<file path="src/rtl/alu_uart_host.sv">
// alu_uart_host: host-side initiator that sends (a, b, op) over a UART FIFO pair and returns the result byte
// Ports: clk/reset (async, active-high); cmd_valid/cmd_ready/cmd_a/cmd_b/cmd_op command in;
//        rsp_valid/rsp_ready/rsp_data/rsp_timeout response out; wr_uart/w_data/tx_full TX FIFO push;
//        rd_uart/r_data/rx_empty RX FIFO pop.
// Optional: define ALU_HOST_TIMEOUT_EN to build the TIMEOUT_CYCLES response-wait limit.
module alu_uart_host #(
  parameter int REG_SIZE       = 8,
  parameter int TIMEOUT_CYCLES = 1000000
) (
  input  logic                clk,
  input  logic                reset,
  input  logic                cmd_valid,
  output logic                cmd_ready,
  input  logic [REG_SIZE-1:0] cmd_a,
  input  logic [REG_SIZE-1:0] cmd_b,
  input  logic [REG_SIZE-1:0] cmd_op,
  output logic                rsp_valid,
  input  logic                rsp_ready,
  output logic [REG_SIZE-1:0] rsp_data,
  output logic                rsp_timeout,
  output logic                wr_uart,
  output logic [7:0]          w_data,
  input  logic                tx_full,
  output logic                rd_uart,
  input  logic [7:0]          r_data,
  input  logic                rx_empty
);
  typedef enum logic [2:0] {IDLE, SEND_A, SEND_B, SEND_OP, WAIT_RSP, RESP} state_t;
  state_t state;
  logic [REG_SIZE-1:0] a_q, b_q, op_q;
  logic expired;
  if (REG_SIZE != 8 || TIMEOUT_CYCLES < 2) begin : g_bad_cfg
    $error("alu_uart_host: REG_SIZE must be 8 and TIMEOUT_CYCLES >= 2");
  end
  always_comb begin
    cmd_ready = !reset && state == IDLE;
    rsp_valid = state == RESP;
    wr_uart   = !tx_full && (state == SEND_A || state == SEND_B || state == SEND_OP);
    rd_uart   = !reset && !rx_empty && (state == IDLE || state == WAIT_RSP);
    w_data    = state == SEND_A ? a_q : state == SEND_B ? b_q : state == SEND_OP ? op_q : '0;
  end
`ifdef ALU_HOST_TIMEOUT_EN
  localparam int CW = $clog2(TIMEOUT_CYCLES);
  logic [CW-1:0] cnt;
  assign expired = cnt == CW'(TIMEOUT_CYCLES - 1);
  // Counter idles at zero outside WAIT_RSP, so it is clear on every entry.
  always_ff @(posedge clk or posedge reset) begin
    if (reset) begin
      cnt         <= '0;
      rsp_timeout <= 1'b0;
    end else begin
      cnt <= (state == WAIT_RSP && rx_empty) ? cnt + 1'b1 : '0;
      if (state == WAIT_RSP && (!rx_empty || expired)) rsp_timeout <= rx_empty;
    end
  end
`else
  assign expired     = 1'b0;
  assign rsp_timeout = 1'b0;
`endif
  always_ff @(posedge clk or posedge reset) begin
    if (reset) begin
      state    <= IDLE;
      a_q      <= '0;
      b_q      <= '0;
      op_q     <= '0;
      rsp_data <= '0;
    end else begin
      case (state)
        IDLE: if (cmd_valid) begin
          a_q   <= cmd_a;
          b_q   <= cmd_b;
          op_q  <= cmd_op;
          state <= SEND_A;
        end
        SEND_A:  if (!tx_full) state <= SEND_B;
        SEND_B:  if (!tx_full) state <= SEND_OP;
        SEND_OP: if (!tx_full) state <= WAIT_RSP;
        // A byte arriving in the expiry cycle wins over the timeout.
        WAIT_RSP: if (!rx_empty || expired) begin
          rsp_data <= rx_empty ? '0 : r_data;
          state    <= RESP;
        end
        RESP:    if (rsp_ready) state <= IDLE;
        default: state <= IDLE;
      endcase
    end
  end
endmodule

</file>
<file path="config.mk">
export PLATFORM = sky130hd
export DESIGN_NAME = alu_uart_host
export DESIGN_NICKNAME = d
export VERILOG_FILES = /design/src/rtl/alu_uart_host.sv
export SDC_FILE = /design/constraint.sdc
export NUM_CORES = 1
export LEC_CHECK = 0
export BUFFER_PORTS_ARGS = -buffer_cell sky130_fd_sc_hd__buf_2
export CORE_ASPECT_RATIO = 0.9
export CORE_MARGIN = 3
export CORE_UTILIZATION = 49
export CTS_CLUSTER_DIAMETER = 150
export CTS_CLUSTER_SIZE = 40
export DETAILED_ROUTE_END_ITERATION = 16
export PLACE_DENSITY_LB_ADDON = 0.1
export SLEW_MARGIN = 20
export SYNTH_ARGS = -nofsm -noshare
export SYNTH_HDL_FRONTEND = slang
export SYNTH_SLANG_ARGS = --single-unit
</file>
<file path="constraint.sdc">
create_clock -name clk -period 2 [get_ports clk]
set_clock_uncertainty 0.1 [all_clocks]
set_input_delay 0.1 -clock clk [delete_from_list [all_inputs] [get_ports clk]]
set_output_delay 0.1 -clock clk [all_outputs]
set_load 0.01 [all_outputs]
</file>
== Word level (Yosys, flattened, before mapping) ==
Index checks and enable logic that the tools add are counted.

* $add $sub $neg: 0
* Multiply operators: 0
* Divide/modulo/power cells: 0
* Magnitude comparators: 0
* Eq/ne operators: 11
* Shift operators: 0
* Muxes and demuxes: 10
* Bitwise logic cells: 1
* Reductions and logical operators: 14

{| class="wikitable"
|+ Operator list
! operator !! count
|-
| $mux W8 || 3
|-
| $mux W3 || 6
|-
| $pmux W3 S6 || 1
|-
| $ne A2 B2 Y1 const B || 5
|-
| $eq A3 B2 Y1 const B || 2
|-
| $eq A3 B3 Y1 const B || 2
|-
| $reduce_and A6 Y1 || 1
|-
| $logic_and A1 B1 Y1 || 4
|-
| $reduce_and A2 Y1 || 2
|-
| $eq A3 B1 Y1 const B || 1
|-
| $logic_not A1 Y1 || 3
|-
| $logic_not A3 Y1 || 1
|-
| $logic_or A1 B1 Y1 || 3
|-
| $ne A2 B1 Y1 const B || 1
|-
| $not A1 Y1 || 1
|}

* Register bits after elaboration: 35
* Latch bits: 0
* RAM bits: 0
* Bits in read-only memories: 0
* Bits of input ports: 38
* Output and inout port bits: 21
* Memories: 0

== Longest topological paths before layout ==
Gate-level depths: netlist (run 1).

* Depth in word-level cells: 4
* Gate-level depth with buffers: 5
* Gate-level depth less buffers: 3

== Worst setup path before layout (run 1) ==
OpenSTA, ideal clock, no wires.

* Path kind: reg-to-reg
* From: register state[1]
* To: register b_q[0]
* Arrival time: 1.435 ns
* Required time: 1.775 ns
* Path slack: 0.340 ns
* Cell stages (with the launch flop): 5
* Path buffers: 2
* Cell sequence: dfrtp_1 -> buf_4 -> nor4b_4 -> buf_6 -> mux2_2

* Cells in the longest elaborated chain, start to end: 2

{| class="wikitable"
|+ Ends and longest elaborated chain
! what !! line !! text
|-
| start: declaration || 29 || <nowiki>state_t state;</nowiki>
|-
| start signal: assignment || 62 || <nowiki>state <= IDLE;</nowiki>
|-
| start signal: assignment || 73 || <nowiki>state <= SEND_A;</nowiki>
|-
| start signal: assignment || 75 || <nowiki>SEND_A: if (!tx_full) state <= SEND_B;</nowiki>
|-
| $logic_not A3 Y1 || 68 || <nowiki>case (state)</nowiki>
|-
| $reduce_and A2 Y1 (no line) || - ||
|-
| end signal: assignment || 71 || <nowiki>b_q <= cmd_b;</nowiki>
|-
| end: declaration || 30 || <nowiki>logic [REG_SIZE-1:0] a_q, b_q, op_q;</nowiki>
|}

No other way between the ends.
A chain may end at the register's enable or synchronous reset.

== Final worst setup path (run 1) ==
* From: register state[0]
* To: output port w_data[1]

* Cells in the longest elaborated chain, start to end: 4

{| class="wikitable"
|+ Ends and longest elaborated chain
! what !! line !! text
|-
| $eq A3 B2 Y1 || 40 || <nowiki>w_data = state == SEND_A ? a_q : state == SEND_B ? b_q : state == SEND_OP ? op_q : '0;</nowiki>
|-
| $mux W8 (2 in a row) || 40 ||
|-
| $mux W8 (*) || 40 ||
|-
| end: declaration || 22 || <nowiki>output logic [7:0] w_data,</nowiki>
|}

Mark *: on every way between the ends. The rest lies on a longest branch, timed or not.

==> flow_summary.yaml, run 1 <==
clock_tree:
  cts.sink_count: 35
  cts_buffers: 5
  htree_num_levels: 2
  clock-root-buffer: "clkbuf_8"
  clk_latency_ps: 290
  cts_setup_buffers: 0
  clk_pin_slew_ps: 70
  clk_path_buf_depth: 2
  tritoncts: "yes"
worst_setup_path:
  path_class: "register to output pin"
  reg2reg_depth: 3
  critPathLaunchType: "register"
  crit_path_end_kind: "output pin"
  path_delay_family: "flip-flops"
  path_cells: "buf_4, and2b_2, a22oi_1, nor2_1, buf_2"
  critPathBufInv: 2
  worstPathRequired_ps: 1800
  critPathMaxFanout: 8
  worstPathArrival_ps: 1650
  crit_cells: 5
  cpPeakStageDelay_ps: 490
  cp_slowest_cell: "dfrtp_2"
global_route:
  antenna_found_initial: 0
  grt-ovfl-total: 0
  grt_max_degree: 23
  grt_pass1_vias: 1342
  globalRouteTotalUtil_pct: 20.8
  grt_pass1_wl_um: 6140
floorplan:
  row_count: 19
  die-area_um2: 4090
  ios: 59
  initial_core_util_pct: 52.4
  die_y_um: 61.0
  core_area_um2: 3140
  fp.dieW_um: 67.1
routing:
  ant_nets: 0
  num_vias: 1296
  first_pass_iters: 4
  drt-total-wl_um: 3740
  avgRoutedWirePerCell_um: 14.4
  viasPerCell: 4.98
  drcViolationCount: 0
  drt_iter0_drc: 23
worst_hold_path:
  hold_depth: 3
  hold_path_class: "primary input to register"
timing:
  maxSlewViolCount: 0
  slew_headroom_pct: 66.1
  tns_ps: 0
  final.period_utilization_pct: 92.7
  clock.fmax_ghz: 0.540
  rsz0062_at_grt: "false"
  finalHoldViolCount: 0
  period_needed_ps: 1850
  worst_pin_slew_ps: 508
  setup_viol: 0
synth:
  yosysUniqueCellTypes: 26
  ys_warn_count: 0
  ys_seq_elements: 35
  mappedNetlistArea_um2: 1650
  synth_edf_count: 0
  synthArstFlopShare_pct: 100
  syn_avg_cell_area_um2: 13.6
  syn-instance-count: 121
  seq_area_frac_synth_pct: 53.2
  syn_nets: 159
  synth_ff_type: "dfrtp_1"
placed_design:
  io_buffers: 57
  dpl.hpwl_um: 2600
  place_congestion: 0.605
  dpl-instance-area_um2: 1990
cells_and_area:
  multi_input_area_um2: 702
  final_common_cell: "buf_2"
  num_antenna_cells: 0
  nFillCells: 228
  layout-drive-gt1-share_pct: 53.2
  seqCellArea_um2: 877
  final_cell_mix: "57 x buf_2, 39 x mux2_2, 34 x dfrtp_1, 33 x dlygate4sd3_1"
  area_growth_pct: 46.2
  final_area_um2: 2410
  final_net_count: 256
power:
  powerDensity_nw_per_um2: 1430
  ir_worst_vdd_mv: 0.889
  leakage_nw: 1.14
flow_run:
  cap_violations: 0
run_status:
  status: "finished clean"
-- final timing paths --
check / startpoint / to / slack [ps]
worst max-delay path: state[0] / w_data[1] / 150
worst min-delay path: rsp_ready / state[2] / 40
worst max register to register: state[0] / b_q[4] / 320
worst min register to register: a_q[3] / a_q[3] / 400
max in group asynchronous: reset / a_q[0] / 800
min in group asynchronous: reset / state[1] / 320
-- through the flow --
stage	cells	util [%]	power, mW	setup slack [ps]	hold WS, ps
floorplan	121	-	2.40	340	135
global placement	220	63.3	2.82	302	69.3
detailed placement	220	63.3	2.89	276	80.3
CTS	260	76.6	3.45	17.7	42.8
global route	260	76.7	3.70	11.2	69.6
finish	260	76.7	3.43	147	42.9
-- per-layer routing --
| layer | GRT usage (%) | vias up | routed length, µm |
|---|---|---|---|
| li1 | - | 623 | - |
| met1 | 24.7 | 632 | 1540 |
| met2 | 36.4 | 34 | 1960 |
| met3 | 5.56 | 7 | 170 |
| met4 | 7.51 | 0 | 65 |
| met5 | 0 | - | 0 |
-- report_power, final --
group | total, mW | internal, mW | switching [mW]
clock | 0.511 | 0.270 | 0.241
sequential | 1.30 | 1.08 | 0.227
combinational | 1.62 | 0.912 | 0.707
total | 3.43 | 2.26 | 1.18
-- synth_stat cells (2+ instances only) --
cell type | number | area share (%)
nor2_1 | 9 | 2.1
clkbuf_1 | 3 | 0.68
nor4_1 | 2 | 0.76
buf_6 | 3 | 2.1
nor2b_1 | 2 | 0.76
a22oi_1 | 7 | 3.2
dfrtp_1 | 35 | 53
mux2_2 | 39 | 27
buf_4 | 2 | 0.91
nor4b_4 | 2 | 2.9
nand2_1 | 2 | 0.46
-- state kept, by name, indices dropped and copies added, names as in the netlist --
register / cells
a_q: 8
b_q: 8
op_q: 8
rsp_data: 8
state: 3
-- layout make-up --
cell class | count | share of cell area [%]
Multi-Input combinational cell | 76 | 29.2
Clock inverter | 1 | 0.208
Clock buffer | 6 | 3.43
Inverter | 1 | 0.156
Timing Repair Buffer | 99 | 28.4
Tap cell | 42 | 2.18
Sequential cell | 35 | 36.5
-- cell families (layout without fill, tap and decap cells) --
family,count (synthesis),after routing,share of synthesized area [%]
multiplexers,41,41,28.0
flip-flops,35,35,53.2
AND/OR/NAND/NOR,21,21,8.59
AO/OA/AOI/OAI,12,12,5.25
buffers and inverters,10,107,4.18
other,1,1,0.228
XOR/XNOR,1,1,0.532
-- worst min-delay path, stage by stage --
cell and delay (ps):
buf_2 100, nand2_1 70, a32o_1 120
-- repair_timing --
item,4_1_cts,5_1_grt
gates resized for setup,0,2
endpoints found under the setup margin,0,7
hold endpoints to repair,45,0
hold buffers,33,0
(Power assumes the default switching activity.)
==> run 2: changes to the inputs <==
==> constraint.sdc (replaced) <==
create_clock -name clk -period 2 [get_ports clk]
set_clock_uncertainty 0.1 [all_clocks]
set_input_delay 0.2 -clock clk [delete_from_list [all_inputs] [get_ports clk]]
set_output_delay 0.2 -clock clk [all_outputs]
set_load 0.01 [all_outputs]
==> run 2 against run 1 <==
- setup slack gained 12 ps
- fmax increased by 0.64%
- global-route usage down 3.4 points
- utilization fell by 9.9 points
- sequential power about the same
- non-clock buffer count fell by 34
- flip-flop and latch count is the same
- cell count decreased by 13%
- sequential share of layout area is 5.4 points higher
- die area unchanged
- combinational power shrank 4%
- largest cell class unchanged
- highest routed layer unchanged
==> flow_summary.yaml, run 2 (synthesis results as in run 1) <==
run_status:
  status: "finished clean"
cells_and_area:
  num_antenna_cells: 0
  multi_input_area_um2: 702
  nFillCells: 268
  final_common_cell: "buf_2"
  seqCellArea_um2: 877
  final_net_count: 222
  final_cell_mix: "57 x buf_2, 39 x mux2_2, 34 x dfrtp_1, 9 x nor2_1"
  layout-drive-gt1-share_pct: 61.6
  area_growth_pct: 27.4
floorplan:
  ios: 59
  initial_core_util_pct: 52.4
  fp.dieW_um: 67.1
  row_count: 19
  die-area_um2: 4090
  core_area_um2: 3140
  die_y_um: 61.0
clock_tree:
  tritoncts: "yes"
  clk_path_buf_depth: 2
  clk_pin_slew_ps: 70
  clock-root-buffer: "clkbuf_8"
  htree_num_levels: 2
  clk_latency_ps: 290
  cts.sink_count: 35
  cts_buffers: 5
timing:
  setup_viol: 0
  finalHoldViolCount: 0
  rsz0062_at_grt: "false"
  final.period_utilization_pct: 92.1
  tns_ps: 0
  clock.fmax_ghz: 0.543
  maxSlewViolCount: 0
  period_needed_ps: 1840
  worst_pin_slew_ps: 592
  slew_headroom_pct: 60.5
worst_setup_path:
  critPathLaunchType: "register"
  crit_path_end_kind: "output pin"
  worstPathRequired_ps: 1700
  critPathMaxFanout: 12
  path_class: "register to output pin"
  worstPathArrival_ps: 1540
global_route:
  grt_pass1_wl_um: 5150
  antenna_found_initial: 0
  globalRouteTotalUtil_pct: 17.4
  grt_max_degree: 22
  grt_pass1_vias: 1190
  grt-ovfl-total: 0
power:
  powerDensity_nw_per_um2: 1620
  total_power_mw: 3.40
  ir_worst_vdd_mv: 0.849
  leakage_nw: 1.01
routing:
  first_pass_iters: 4
  drcViolationCount: 0
  viasPerCell: 5.08
  drt-total-wl_um: 3250
  ant_nets: 0
  drt_iter0_drc: 22
  avgRoutedWirePerCell_um: 14.3
  num_vias: 1154
placed_design:
  dpl.hpwl_um: 2510
  io_buffers: 57
  place_congestion: 0.629
worst_hold_path:
  hold_path_class: "primary input to register"
flow_run:
  cap_violations: 0
## run 2: cell types whose count changed in the layout (fill, tap and decap cells not counted)
cell           change
buf_12             +1
buf_4              -3
clkbuf_1           +1
clkbuf_8           +1
clkinv_2           -1
dlygate4sd3_1     -32
## run 2: where the power goes
group	switching, mW	internal, mW	total [mW]
sequential	0.218	1.08	1.29
clock	0.236	0.314	0.550
combinational	0.694	0.858	1.55
## run 2: area by class of cell
type / count / share of cell area (%)
sequential: 35 / 41.9
multi-input combinational: 76 / 33.5
timing repair buffer: 65 / 17.2
clock buffer: 8 / 4.78
tap: 42 / 2.51
inverter: 1 / 0.179
## run 2: critical path, cell delays in order, from the launching register on
cell and delay, ps:
dfrtp_1 360, buf_4 220, mux2_2 350, a22oi_1 140, nor2_1 60, buf_2 130
## run 2: path summary, 6_finish.rpt
kind / start / to / slack [ps] / depth (start not counted)
setup / recovery: state[1] / w_data[4] / 160 / 5
hold / removal: cmd_a[3] / a_q[3] / 30 / 2
setup reg to reg: state[1] / rsp_data[7] / 250 / 3
hold reg to reg: a_q[3] / a_q[3] / 390 / 1
max in group asynchronous: reset / state[0] / 830 / 4
min in group asynchronous: reset / op_q[5] / 450 / 3
## run 2: stage by stage
stage / hold WS, ps / utilization (%) / std cells / setup slack, ps / instance area (µm²)
final: 27.2 / 66.8 / 227 / 158 / 2100
after global routing: 27.2 / 66.8 / 227 / 63.5 / 2100
after CTS: 21.4 / 66.7 / 227 / 18.2 / 2090
after detailed placement: 222 / 63.2 / 218 / 224 / 1980
after global placement: 203 / 63.2 / 218 / 288 / 1980
after floorplan: 235 / - / 121 / 340 / 1650
## run 2: timing repair
action | in CTS | in global routing
resized for setup | 1 | 1
endpoints found under the setup margin | 1 | 8
buffers inserted | 0 | 0
hold buffers | 1 | 0
endpoints found under the hold margin | 14 | 0
## run 2: per-layer routing
layer	part of all wire (%)	GRT usage [%]	vias up
met4	1.8	7.80	0
met1	42	19.5	564
met3	5.8	6.11	7
met2	50	29.8	30
met5	0	0	-
li1	-	-	553
==> run 3: changes to the inputs <==
Settings changed: CORE_ASPECT_RATIO 0.9 to 0.7.
==> run 3 against run 2 <==
- register-to-register slack about the same
- cell area is the same
- utilization grew 3.0 points
- cell count decreased by 2.2%
- non-clock buffer count increased by 1
- critical endpoint is now w_data[0]
- highest routed layer unchanged
==> flow_summary.yaml, run 3 (synthesis results as in run 1) <==
global_route:
  grt_pass1_vias: 1269
  grt_max_degree: 36
  grt_pass1_wl_um: 5730
  antenna_found_initial: 0
  grt-ovfl-total: 0
  globalRouteTotalUtil_pct: 19.2
worst_setup_path:
  critPathMaxFanout: 13
  worstPathArrival_ps: 1580
  crit_path_end_kind: "output pin"
  path_class: "register to output pin"
  critPathLaunchType: "register"
  worstPathRequired_ps: 1700
power:
  pwr-share-clk_pct: 16.1
  pwr-share-seq_pct: 38.2
  leakage_nw: 1.01
  p_switching_mw: 1.17
  pwr-share-comb_pct: 45.6
  ir_worst_vdd_mv: 0.893
  internal_power_mw: 2.28
  powerDensity_nw_per_um2: 1650
  p_sw_share_pct: 33.9
timing:
  tns_ps: 0
  clock.fmax_ghz: 0.531
  finalHoldViolCount: 0
  maxSlewViolCount: 0
  final.period_utilization_pct: 94.1
  rsz0062_at_grt: "false"
  setup_viol: 0
  slew_headroom_pct: 61.5
  timing.final.ws_setup_ps: 118
  worst_pin_slew_ps: 575
  whs_ps: 45.2
  period_needed_ps: 1880
routing:
  avgRoutedWirePerCell_um: 15.6
  num_vias: 1164
  drt_iter0_drc: 42
  ant_nets: 0
  viasPerCell: 5.24
  first_pass_iters: 4
  drcViolationCount: 0
  drt-total-wl_um: 3470
clock_tree:
  clk_pin_slew_ps: 70
  htree_num_levels: 2
  tritoncts: "yes"
  clk_path_buf_depth: 2
  cts.sink_count: 35
  cts_buffers: 5
  clk_latency_ps: 280
  clock-root-buffer: "clkbuf_8"
placed_design:
  pre_cts_slack_ps: 186
  dpl-instance-area_um2: 1960
  place_congestion: 0.811
  io_buffers: 57
cells_and_area:
  area_growth_pct: 27.4
  final_util_pct: 69.8
  final_cell_mix: "57 x buf_2, 39 x mux2_2, 33 x dfrtp_1, 9 x nor2_1"
  final_common_cell: "buf_2"
  num_antenna_cells: 0
  final_net_count: 223
  layout-drive-gt1-share_pct: 61.8
  final_area_um2: 2100
floorplan:
  core_area_um2: 3000
  fp.dieW_um: 75.3
  ios: 59
  initial_core_util_pct: 54.8
  row_count: 16
  die-area_um2: 4100
  die_y_um: 54.5
flow_run:
  cap_violations: 0
worst_hold_path:
  hold_path_class: "primary input to register"
run_status:
  status: "finished clean"
-- run 3: area by class of cell --
type	instances	area [µm²]
Fill cell	228	907
Sequential cell	35	878
Multi-Input combinational cell	76	701
Timing Repair Buffer	66	368
Clock buffer	8	100
Tap cell	36	45.0
Inverter	1	3.75
-- run 3: metrics by stage --
stage | power (mW) | instances
final | 3.45 | 222
after CTS | 3.44 | 221
after global placement | 2.80 | 212
after floorplan | 2.40 | 121
after detailed placement | 2.87 | 212
after global routing | 3.71 | 222
-- run 3: per-layer routing --
| metal | part of all wire (%) | global-route usage [%] | vias up | wire [µm] |
|---|---|---|---|---|
| met5 | 0 | 0 | - | 0 |
| met3 | 6.4 | 4.95 | 4 | 221 |
| met1 | 44 | 23.6 | 570 | 1530 |
| met2 | 49 | 33.2 | 34 | 1690 |
| met4 | 0.86 | 6.98 | 0 | 30 |
| li1 | - | - | 556 | - |
-- run 3: final timing paths --
kind | start | endpoint | slack, ps | cells after the start
worst max-delay path | state[0] | w_data[0] | 120 | 4
worst min-delay path | r_data[1] | rsp_data[1] | 50 | 2
worst max register to register | state[1] | rsp_data[0] | 250 | 3
worst min register to register | rsp_data[6] | rsp_data[6] | 400 | 1
max in group asynchronous | reset | state[1] | 990 | 4
min in group asynchronous | reset | op_q[7] | 480 | 4
-- run 3: repair_timing --
item | in CTS | in global routing
gates resized for setup | 1 | 1
hold endpoints to repair | 35 | 0
pin swaps | 0 | 0
hold buffers | 1 | 0
setup buffers | 0 | 1
cloned | 0 | 0
endpoints found under the setup margin | 5 | 7
-- run 3: worst max-delay path, stage by stage, from the launching register on --
cell and delay [ps]:
dfrtp_2 510, and2b_1 410, a22oi_1 140, nor2_1 100
buf_2 140
-- run 3: power groups by stage --
stage	clock (mW)	combinational, mW	sequential, mW
4_1_cts	0.569	1.53	1.34
2_1_floorplan	0	1.13	1.27
3_5_place_dp	0	1.52	1.35
3_3_place_gp	0	1.47	1.33
6_report	0.557	1.58	1.32
5_1_grt	0.604	1.74	1.37
